--- config.mk ---
export PLATFORM = sky130hd
export DESIGN_NAME = tse_txfifo_wr_sched_flat
export DESIGN_NICKNAME = d
export VERILOG_FILES = /design/src/rtl/tse_txfifo_wr_sched_pkg.sv /design/src/rtl/tse_txfifo_wr_sched_if.sv /design/src/rtl/tse_txfifo_wr_sched_arb.sv /design/src/rtl/tse_txfifo_wr_sched.sv /design/src/flat_wrapper.sv
export SDC_FILE = /design/constraint.sdc
export NUM_CORES = 1
export LEC_CHECK = 0
export ABC_AREA = 0
export CORE_UTILIZATION = 55
export CTS_CLUSTER_SIZE = 16
export DETAILED_ROUTE_END_ITERATION = 10
export DONT_BUFFER_PORTS = 1
export PLACE_DENSITY = 0.73
export SLEW_MARGIN = 20
export SYNTH_ARGS = -nofsm -noshare
export SYNTH_HDL_FRONTEND = slang
export SYNTH_HIERARCHICAL = 1
export SYNTH_SLANG_ARGS = --single-unit
--- constraint.sdc ---
create_clock -name clk_i -period 3.03 [get_ports clk_i]
set_input_delay 0.606 -clock clk_i [delete_from_list [all_inputs] [get_ports clk_i]]
set_output_delay 0.606 -clock clk_i [all_outputs]
set_load 0.01 [all_outputs]
--- src/rtl/tse_txfifo_wr_sched_pkg.sv ---
// rtl/tse_txfifo_wr_sched_pkg.sv - shared types and constants for the TX FIFO write scheduler
package tse_txsched_pkg;

  // Scheduler states: arbitrate, wait for FIFO space, move words, discard an oversize tail.
  typedef enum logic [1:0] {
    IDLE  = 2'd0,
    WAIT  = 2'd1,
    XFER  = 2'd2,
    DRAIN = 2'd3
  } state_e;

  // Bit positions inside err_pulse.
  localparam int ERR_NO_SOF   = 0;
  localparam int ERR_PROTO    = 1;
  localparam int ERR_OVERSIZE = 2;
  localparam int ERR_W        = 3;

  // Free words that must remain before another word is accepted; covers the
  // output register plus the lag of the registered free count.
  localparam int FREE_MARGIN = 2;

endpackage

--- src/rtl/tse_txfifo_wr_sched_if.sv ---
// rtl/tse_txfifo_wr_sched_if.sv - requester and FIFO write-port interfaces
interface tse_txsched_req_if #(
  parameter int DATA_W = 32,
  parameter int MOD_W  = $clog2(DATA_W/8)
);
  logic              valid;
  logic [DATA_W-1:0] data;
  logic              sof;
  logic              eof;
  logic [MOD_W-1:0]  mod;
  logic              abort;
  logic              ready;

  // Frame source side.
  modport master (output valid, data, sof, eof, mod, abort, input ready);
  // Scheduler side.
  modport slave  (input valid, data, sof, eof, mod, abort, output ready);
endinterface

interface tse_txsched_fifo_if #(
  parameter int DATA_W = 32,
  parameter int MOD_W  = $clog2(DATA_W/8),
  parameter int TABITS = 12
);
  logic              wr;
  logic [DATA_W-1:0] data;
  logic              sof;
  logic              eof;
  logic [MOD_W-1:0]  mod;
  logic              abort;
  logic [TABITS:0]   free;

  // Scheduler side: drives the write port, observes free space.
  modport master (output wr, data, sof, eof, mod, abort, input free);
  // FIFO pointer-logic side.
  modport slave  (input wr, data, sof, eof, mod, abort, output free);
endinterface

--- src/rtl/tse_txfifo_wr_sched_arb.sv ---
// rtl/tse_txfifo_wr_sched_arb.sv - two-input round-robin arbiter
module tse_rr_arb2 (
  input  logic [1:0] req_i,
  input  logic       last_grant_i,
  output logic [1:0] grant_o
);

  // On a tie the requester that did not win last time is granted.
  always_comb begin
    grant_o = 2'b00;
    case (req_i)
      2'b01:   grant_o = 2'b01;
      2'b10:   grant_o = 2'b10;
      2'b11:   grant_o = last_grant_i ? 2'b01 : 2'b10;
      default: grant_o = 2'b00;
    endcase
  end

endmodule

--- src/rtl/tse_txfifo_wr_sched.sv ---
// rtl/tse_txfifo_wr_sched.sv - frame-boundary write scheduler for the TSE transmit FIFO
module tse_txfifo_wr_sched
  import tse_txsched_pkg::*;
#(
  parameter int DATA_W        = 32,
  parameter int MOD_W         = $clog2(DATA_W/8),
  parameter int TABITS        = 12,
  parameter int MAX_FRM_WORDS = 512,
  parameter int CNT_W         = $clog2(MAX_FRM_WORDS+1)
) (
  input  logic                   clk_i,
  input  logic                   rst_i,
  tse_txsched_req_if.slave       req0,
  tse_txsched_req_if.slave       req1,
  tse_txsched_fifo_if.master     fifo,
  input  logic [TABITS:0]        start_thresh_i,
  output logic [1:0]             grant_o,
  output logic [15:0]            frm_cnt_o,
  output logic [ERR_W-1:0]       err_pulse_o
);

  localparam int                FREE_W   = TABITS + 1;
  localparam logic [FREE_W-1:0] MARGIN   = FREE_W'(FREE_MARGIN);
  localparam logic [CNT_W-1:0]  MAX_CNT  = CNT_W'(MAX_FRM_WORDS);

  state_e              state_q, state_d;
  logic [1:0]          grant_q, grant_d;
  logic                last_grant_q, last_grant_d;
  logic [CNT_W-1:0]    wcnt_q, wcnt_d;
  logic [15:0]         frm_cnt_q, frm_cnt_d;
  logic                wr_q, wr_d;
  logic [DATA_W-1:0]   data_q, data_d;
  logic                sof_q, sof_d;
  logic                eof_q, eof_d;
  logic [MOD_W-1:0]    mod_q, mod_d;
  logic                abort_q, abort_d;
  logic [ERR_W-1:0]    err_q, err_d;

  logic [1:0]          cand;
  logic [1:0]          arb_grant;
  logic [1:0]          idle_rdy;
  logic                own_ready;

  logic                own_valid;
  logic [DATA_W-1:0]   own_data;
  logic                own_sof;
  logic                own_eof;
  logic [MOD_W-1:0]    own_mod;
  logic                own_abort;

  // Only frame starts compete for the write port.
  assign cand = {req1.valid & req1.sof, req0.valid & req0.sof};

  tse_rr_arb2 u_arb (
    .req_i        (cand),
    .last_grant_i (last_grant_q),
    .grant_o      (arb_grant)
  );

  // Owner view of the granted requester; grant_q is one-hot outside IDLE.
  assign own_valid = grant_q[1] ? req1.valid : req0.valid;
  assign own_data  = grant_q[1] ? req1.data  : req0.data;
  assign own_sof   = grant_q[1] ? req1.sof   : req0.sof;
  assign own_eof   = grant_q[1] ? req1.eof   : req0.eof;
  assign own_mod   = grant_q[1] ? req1.mod   : req0.mod;
  assign own_abort = grant_q[1] ? req1.abort : req0.abort;

  // Next-state, handshake and registered-output decode for the scheduler FSM.
  always_comb begin
    state_d      = state_q;
    grant_d      = grant_q;
    last_grant_d = last_grant_q;
    wcnt_d       = wcnt_q;
    frm_cnt_d    = frm_cnt_q;
    wr_d         = 1'b0;
    data_d       = data_q;
    sof_d        = 1'b0;
    eof_d        = 1'b0;
    mod_d        = '0;
    abort_d      = 1'b0;
    err_d        = '0;
    idle_rdy     = 2'b00;
    own_ready    = 1'b0;

    case (state_q)
      IDLE: begin
        // Mid-frame words arriving with no frame open are swallowed and flagged.
        if (req0.valid && !req0.sof) begin
          idle_rdy[0]        = 1'b1;
          err_d[ERR_NO_SOF]  = 1'b1;
        end
        if (req1.valid && !req1.sof) begin
          idle_rdy[1]        = 1'b1;
          err_d[ERR_NO_SOF]  = 1'b1;
        end
        if (|cand) begin
          grant_d = arb_grant;
          state_d = WAIT;
        end
      end

      WAIT: begin
        if (own_abort) begin
          grant_d = 2'b00;
          state_d = IDLE;
        end else if (fifo.free >= start_thresh_i) begin
          state_d = XFER;
        end
      end

      XFER: begin
        if (own_abort) begin
          abort_d = 1'b1;
          wcnt_d  = '0;
          grant_d = 2'b00;
          state_d = IDLE;
        end else if (wcnt_q == MAX_CNT) begin
          // The frame filled its budget without an eof; rewind and drop the tail.
          abort_d             = 1'b1;
          err_d[ERR_OVERSIZE] = 1'b1;
          wcnt_d              = '0;
          state_d             = DRAIN;
        end else if (own_valid && own_sof && (wcnt_q != '0)) begin
          // A new frame started before eof: leave the word with its source.
          abort_d          = 1'b1;
          err_d[ERR_PROTO] = 1'b1;
          wcnt_d           = '0;
          grant_d          = 2'b00;
          state_d          = IDLE;
        end else begin
          own_ready = (fifo.free > MARGIN);
          if (own_valid && own_ready) begin
            wr_d   = 1'b1;
            data_d = own_data;
            sof_d  = (wcnt_q == '0);
            wcnt_d = wcnt_q + CNT_W'(1);
            if (own_eof) begin
              eof_d        = 1'b1;
              mod_d        = own_mod;
              frm_cnt_d    = frm_cnt_q + 16'd1;
              last_grant_d = grant_q[1];
              wcnt_d       = '0;
              grant_d      = 2'b00;
              state_d      = IDLE;
            end
          end
        end
      end

      DRAIN: begin
        own_ready = 1'b1;
        if (own_abort || (own_valid && own_eof)) begin
          grant_d = 2'b00;
          state_d = IDLE;
        end
      end

      default: begin
        grant_d = 2'b00;
        state_d = IDLE;
      end
    endcase
  end

  assign req0.ready = idle_rdy[0] | (own_ready & grant_q[0]);
  assign req1.ready = idle_rdy[1] | (own_ready & grant_q[1]);

  // State and output registers; reset leaves the FIFO alone (no rewind pulse).
  always_ff @(posedge clk_i) begin
    if (rst_i) begin
      state_q      <= IDLE;
      grant_q      <= 2'b00;
      last_grant_q <= 1'b1;
      wcnt_q       <= '0;
      frm_cnt_q    <= '0;
      wr_q         <= 1'b0;
      data_q       <= '0;
      sof_q        <= 1'b0;
      eof_q        <= 1'b0;
      mod_q        <= '0;
      abort_q      <= 1'b0;
      err_q        <= '0;
    end else begin
      state_q      <= state_d;
      grant_q      <= grant_d;
      last_grant_q <= last_grant_d;
      wcnt_q       <= wcnt_d;
      frm_cnt_q    <= frm_cnt_d;
      wr_q         <= wr_d;
      data_q       <= data_d;
      sof_q        <= sof_d;
      eof_q        <= eof_d;
      mod_q        <= mod_d;
      abort_q      <= abort_d;
      err_q        <= err_d;
    end
  end

  assign fifo.wr     = wr_q;
  assign fifo.data   = data_q;
  assign fifo.sof    = sof_q;
  assign fifo.eof    = eof_q;
  assign fifo.mod    = mod_q;
  assign fifo.abort  = abort_q;
  assign grant_o     = grant_q;
  assign frm_cnt_o   = frm_cnt_q;
  assign err_pulse_o = err_q;

endmodule

--- src/flat_wrapper.sv ---
// flat-port wrapper written by rule: the top's interface ports become plain ports
module tse_txfifo_wr_sched_flat import tse_txsched_pkg::*;
#(
  parameter int DATA_W        = 32,
  parameter int MOD_W         = $clog2(DATA_W/8),
  parameter int TABITS        = 12,
  parameter int MAX_FRM_WORDS = 512,
  parameter int CNT_W         = $clog2(MAX_FRM_WORDS+1)
)
  (clk_i, rst_i, start_thresh_i, grant_o, frm_cnt_o, err_pulse_o, req0_valid, req0_data, req0_sof, req0_eof, req0_mod, req0_abort, req0_ready, req1_valid, req1_data, req1_sof, req1_eof, req1_mod, req1_abort, req1_ready, fifo_wr, fifo_data, fifo_sof, fifo_eof, fifo_mod, fifo_abort, fifo_free);
  tse_txsched_req_if #(.DATA_W(DATA_W), .MOD_W(MOD_W)) req0_i ();
  tse_txsched_req_if #(.DATA_W(DATA_W), .MOD_W(MOD_W)) req1_i ();
  tse_txsched_fifo_if #(.DATA_W(DATA_W), .MOD_W(MOD_W), .TABITS(TABITS)) fifo_i ();
  input  logic clk_i;
  input  logic rst_i;
  input  logic [TABITS:0] start_thresh_i;
  output logic [1:0] grant_o;
  output logic [15:0] frm_cnt_o;
  output logic [ERR_W-1:0] err_pulse_o;
  input wire logic [$bits(req0_i.valid)-1:0] req0_valid;
  input wire logic [$bits(req0_i.data)-1:0] req0_data;
  input wire logic [$bits(req0_i.sof)-1:0] req0_sof;
  input wire logic [$bits(req0_i.eof)-1:0] req0_eof;
  input wire logic [$bits(req0_i.mod)-1:0] req0_mod;
  input wire logic [$bits(req0_i.abort)-1:0] req0_abort;
  output wire logic [$bits(req0_i.ready)-1:0] req0_ready;
  input wire logic [$bits(req1_i.valid)-1:0] req1_valid;
  input wire logic [$bits(req1_i.data)-1:0] req1_data;
  input wire logic [$bits(req1_i.sof)-1:0] req1_sof;
  input wire logic [$bits(req1_i.eof)-1:0] req1_eof;
  input wire logic [$bits(req1_i.mod)-1:0] req1_mod;
  input wire logic [$bits(req1_i.abort)-1:0] req1_abort;
  output wire logic [$bits(req1_i.ready)-1:0] req1_ready;
  output wire logic [$bits(fifo_i.wr)-1:0] fifo_wr;
  output wire logic [$bits(fifo_i.data)-1:0] fifo_data;
  output wire logic [$bits(fifo_i.sof)-1:0] fifo_sof;
  output wire logic [$bits(fifo_i.eof)-1:0] fifo_eof;
  output wire logic [$bits(fifo_i.mod)-1:0] fifo_mod;
  output wire logic [$bits(fifo_i.abort)-1:0] fifo_abort;
  input wire logic [$bits(fifo_i.free)-1:0] fifo_free;
  assign req0_i.valid = req0_valid;
  assign req0_i.data = req0_data;
  assign req0_i.sof = req0_sof;
  assign req0_i.eof = req0_eof;
  assign req0_i.mod = req0_mod;
  assign req0_i.abort = req0_abort;
  assign req0_ready = req0_i.ready;
  assign req1_i.valid = req1_valid;
  assign req1_i.data = req1_data;
  assign req1_i.sof = req1_sof;
  assign req1_i.eof = req1_eof;
  assign req1_i.mod = req1_mod;
  assign req1_i.abort = req1_abort;
  assign req1_ready = req1_i.ready;
  assign fifo_wr = fifo_i.wr;
  assign fifo_data = fifo_i.data;
  assign fifo_sof = fifo_i.sof;
  assign fifo_eof = fifo_i.eof;
  assign fifo_mod = fifo_i.mod;
  assign fifo_abort = fifo_i.abort;
  assign fifo_i.free = fifo_free;
  tse_txfifo_wr_sched #(.DATA_W(DATA_W), .MOD_W(MOD_W), .TABITS(TABITS), .MAX_FRM_WORDS(MAX_FRM_WORDS), .CNT_W(CNT_W)) u_core (.clk_i(clk_i), .rst_i(rst_i), .req0(req0_i), .req1(req1_i), .fifo(fifo_i), .start_thresh_i(start_thresh_i), .grant_o(grant_o), .frm_cnt_o(frm_cnt_o), .err_pulse_o(err_pulse_o));
endmodule
After elaboration in Yosys (flattened, before gate mapping)

Cells that the tools add are included.

Register bits after elaboration: 72
Output and inout port bits: 61
Input bits: 104

Equal/unequal tests: 16
$lt $le $gt $ge: 2
Bitwise gates (word level): 13
Reductions and logical operators: 26
Mux-type cells: 42
Add/subtract/negate cells: 2

Operator list:

| cell                  | count |
|---|---|
| $mux 10               | 5 |
| $mux 2                | 16 |
| $mux 32               | 1 |
| $add 16x1->16 const B | 1 |
| $mux 1                | 16 |
| $pmux 2 s4            | 2 |
| $ge 13x13->1          | 1 |
| $gt 13x2->1 const B   | 1 |
| $reduce_and 6->1      | 2 |
| $add 10x1->10 const B | 1 |
| $eq 10x10->1 const B  | 1 |
| $logic_not 10->1      | 1 |
| $ne 5x1->1 const B    | 2 |
| $reduce_and 5->1      | 2 |
| $reduce_bool 10->1    | 1 |
| $eq 2x2->1 const B    | 4 |
| $ne 4x1->1 const B    | 2 |
| $not 1->1             | 7 |
| $reduce_or 7->1       | 1 |
| $logic_and 1x1->1     | 6 |
| $ne 2x1->1 const B    | 3 |
| $pmux 2 s3            | 1 |
| $reduce_or 2->1       | 3 |
| $reduce_or 6->1       | 1 |
| 14 further kinds      | 20 |

Logic depth before layout (Yosys ltp)

Word-level depth: 9
Gate-level depth with buffers: 10

By module

The synthesis kept the hierarchy.

By module, submodules not included:

| module              | cells each | area each (um^2) | instances |
|---|---|---|---|
| tse_txfifo_wr_sched | 425        | 3763.6           | 1 |
| tse_rr_arb2         | 3          | 18.8             | 1 |

Worst setup path before layout

Ideal clock, no wire load.

Path kind: register to output
Start point: reg u_core.wcnt_q[0]
End point: out req0_ready
Data required time: 2.424 ns
Stages on the path, launching flop included: 9
Arrival: 1.848 ns
Setup slack: 0.576 ns
Path buffers: 1
Path through: dfxtp_1 inv_1 ha_1 or4b_4 o211a_1 o21a_1 buf_6 a21oi_1 o32ai_1

Word-level cells in the longest chain between the ends: 8

RTL lines:

| element                | line                       | text |
|---|---|---|
| start, declared        | tse_txfifo_wr_sched.sv:29  | `logic [CNT_W-1:0] wcnt_q, wcnt_d;` |
| start signal, assigned | tse_txfifo_wr_sched.sv:187 | `wcnt_q <= wcnt_d;` |
| $reduce_bool 10->1     | tse_txfifo_wr_sched.sv:123 | `end else if (own_valid && own_sof && (wcnt_q != '0)) begin` |
| $logic_and 1x1->1      | tse_txfifo_wr_sched.sv:123 |  |
| $mux 1                 | tse_txfifo_wr_sched.sv:123 |  |
| $mux 1 (*)             | tse_txfifo_wr_sched.sv:117 | `end else if (wcnt_q == MAX_CNT) begin` |
| $mux 1 (*)             | tse_txfifo_wr_sched.sv:112 | `if (own_abort) begin` |
| $pmux 1 s2 (*)         | tse_txfifo_wr_sched.sv:85  | `case (state_q)` |
| $and 1x1->1 (*)        | tse_txfifo_wr_sched.sv:165 | `assign req0.ready = idle_rdy[0] \| (own_ready & grant_q[0]);` |
| $or 1x1->1 (*)         | tse_txfifo_wr_sched.sv:165 |  |
| end, declared          | flat_wrapper.sv:26         | `output wire logic [$bits(req0_i.ready)-1:0] req0_ready;` |

Every way passes the cells marked *; elsewhere a longest branch is shown, timed or not.

Final worst setup path

Ends and elaborated chain as after synthesis.

==> results.sh <==
export IMPL_status="complete, but fails checks"
export IMPL_violations="design-rule violations"
export IMPL_maxSlewViolCount=0
export IMPL_die_h_um=84.93
export IMPL_clock_fmax_ghz=0.3423
export IMPL_drt_iter0_drc=183
export IMPL_total_power_w=0.002356
export IMPL_syn_inst=428
export IMPL_postLayoutCoreUtil_pct=61.97
export IMPL_drive_above_1_share_pct=7.820
export IMPL_place_inst=483
export IMPL_worst_slew_margin_rel_pct=61.28
export IMPL_dr_pass1_iters=7
export IMPL_globalplace_congestion=0.8352
export IMPL_syn_to_final_growth_pct=6.417
export IMPL_async_reset_ff_share_pct=0
export IMPL_tightestPinTransition_ps=574.8
export IMPL_htree_levels=3
export IMPL_skew_ps=8.249
export IMPL_wirelength_mm=8.481
export IMPL_yosysWarnings=6
export IMPL_crit_type="reg2out"
export IMPL_final_antenna_net_count=0
export IMPL_antenna_diode_count=0
export IMPL_cp_max_fo=4
export IMPL_total_leakage_power_nw=1.382
export IMPL_cp_arrival_ps=2320
export IMPL_initial_utilization_pct=58.24
export IMPL_finalCriticalPeriod_ps=2921
export IMPL_slowest_delay_ps=480
export IMPL_drc_errors=10
export IMPL_ys_seq_area_share_pct=38.11
export IMPL_grt_pass1_wl_mm=13.37
export IMPL_final_cell_mix="dfxtp_1, nor2_1, mux2i_1"
export IMPL_rows=29
export IMPL_cts_root_buf="clkbuf_8"
export IMPL_worstPathCellList="inv_1 -> ha_1 -> or4b_4 -> o211a_1 -> o21a_1 -> a21oi_1 -> o32ai_2"
export IMPL_synthTopCellsByArea="dfxtp_1, mux2i_1, a211oi_1"
export IMPL_critical_path_required_ps=2420
export IMPL_grtUsageTotal_pct=23.10
export IMPL_final_common_cell="dfxtp_1"
export IMPL_hold_path_depth=1
export IMPL_port_buffers=0
export IMPL_cts_sinks=72
export IMPL_synth_edf_count=0
export IMPL_die_w_um=84.93
export IMPL_fin_nets=537
export IMPL_fill_cells=571
export IMPL_synth_cell_types=49
export IMPL_num_vias=3087
export IMPL_tritoncts="yes"
export IMPL_synth_flop_cell="dfxtp_1"
export IMPL_drv_cap=0
export IMPL_rsz0062_at_grt="no"
export IMPL_grt_overflow=0
export IMPL_die_area_um2=7212
export IMPL_pwr_density_cell_nw_per_um2=585.3
export IMPL_cp_slowest_cell="or4b_4"
export IMPL_synth_area_um2=3782
export IMPL_dp_hpwl_mm=6.097
export IMPL_critPathCaptureType="primary output"
export IMPL_hold_path_class="in2reg"
export IMPL_clk_latency_ps=340
export IMPL_reg2reg_depth=9
export IMPL_cts_buffer_depth=2
export IMPL_fin_crit_sh_pct=96.41
export IMPL_vias_per_cell=6.186
export IMPL_finalHoldViolations=0
export IMPL_cts_buffers_inserted=9
export IMPL_synth_top_area_share_pct=38.11
export IMPL_ios=165
export IMPL_synth_top_area_cell="dfxtp_1"
export IMPL_post_cts_resized=0
export IMPL_cts_hold_fix_buffers=0
export IMPL_wl_per_cell_um=17.00
export IMPL_antenna_found_initial=0
export IMPL_setup_worst_path_start_class="register"
export IMPL_post_cts_setup_buffers=0
export IMPL_grt_max_degree=79
export IMPL_clk_pin_slew_ps=80
export IMPL_grt_pass1_vias=2834
export IMPL_setup_tns_ps=0
export IMPL_irDropWorstVdd_uv=339.7
export IMPL_fin_cells=499
export IMPL_core_um2=6495
export IMPL_ys_ff_latch=72
export IMPL_synth_nets=548
export IMPL_syn_avg_cell_area_um2=8.837
export IMPL_setup_violations=0
==> flip-flops by register name (all words and copies together), names as in the netlist, 2 cells and up <==
register	count
u_core/err_pulse_o	3
u_core/fifo.data	32
u_core/fifo.mod	2
u_core/frm_cnt_o	16
u_core/grant_o	2
u_core/state_q	2
u_core/wcnt_q	10
==> metal layers <==
layer  global-route usage [%]  share of wire (%)
met5                        0                  0
met4                    9.245                1.4
met3                    5.253                7.2
met2                    39.02                 48
met1                    28.66                 44
==> report_power, final <==
part           internal (W)  switching (W)  leakage (nW)
combinational      0.000214       0.000280         0.701
sequential          0.00102       0.000119         0.582
clock              0.000365       0.000359        0.0988
total               0.00160       0.000758          1.38
==> logic make-up (layout without fill, tap and decap cells) <==
logic type                 Yosys count  after routing  share of synthesized area, %
and+or+nand+nor                    156            156                         20.74
DFF                                 72             72                         38.11
AOI/OAI and AO/OA                   71             71                         14.03
buffers and inverters               49             43                         5.359
muxes                               44             44                         11.84
xor gates and xnor gates            20             20                         4.631
adders and majority gates           16             16                         5.293
==> through the flow <==
stage	hold WS (ps)	worst slack (ps)	instance area, um^2
floorplan	488.6	575.7	3782
global placement	497.8	434.6	3819
finish	339.9	108.8	4025
CTS	318.3	125.5	4010
detailed placement	519.8	387.2	3819
global route	305.7	5.429	4025
==> final cells by class <==
cell class	instances	area, um^2	area share, %
Clock buffer	12	165.2	4.103
Clock inverter	4	26.28	0.6528
Inverter	22	82.58	2.052
Multi-Input combinational cell	307	2162	53.71
Sequential cell	72	1443	35.84
Tap cell	77	96.34	2.394
Timing Repair Buffer	5	50.05	1.243
==> worst max-delay path, delay by kind of cell, from the launching register on <==
family	cells	cell delay, ps
flip-flops	1	350
adder cells (fa/ha/maj)	1	140
AO/OA/AOI/OAI	4	930
AND/OR/NAND/NOR	1	480
buffers and inverters	1	70
==> path summary, 6_finish.rpt <==
path | from | endpoint | slack [ps]
setup reg to reg | u_core/wcnt_q[0] | u_core/wcnt_q[9] | 360
hold / removal | rst_i | u_core/wcnt_q[3] | 340
setup / recovery | u_core/wcnt_q[0] | req0_ready | 110
hold reg to reg | u_core/fifo.data[4] | u_core/fifo.data[4] | 540
==> synth_stat cells, types with 2 or more instances <==
master and instances:
nor3_1 25, o21ai_0 7, buf_2 9, a211oi_1 36
mux2_1 3, and3_1 2, a21oi_1 10, ha_1 16
mux2i_1 38, nor4_1 5, nand4_1 13, inv_1 22
xnor2_1 15, nand2_1 21, o32ai_1 3, a2111oi_0 2
nand3b_1 3, clkbuf_1 16, xor2_1 5, nand3_1 12
and2_1 4, nor3b_1 5, nor2_1 53, dfxtp_1 72
mux2_2 3, nand2b_1 5
Note: power is estimated with default switching activity, not from simulation.
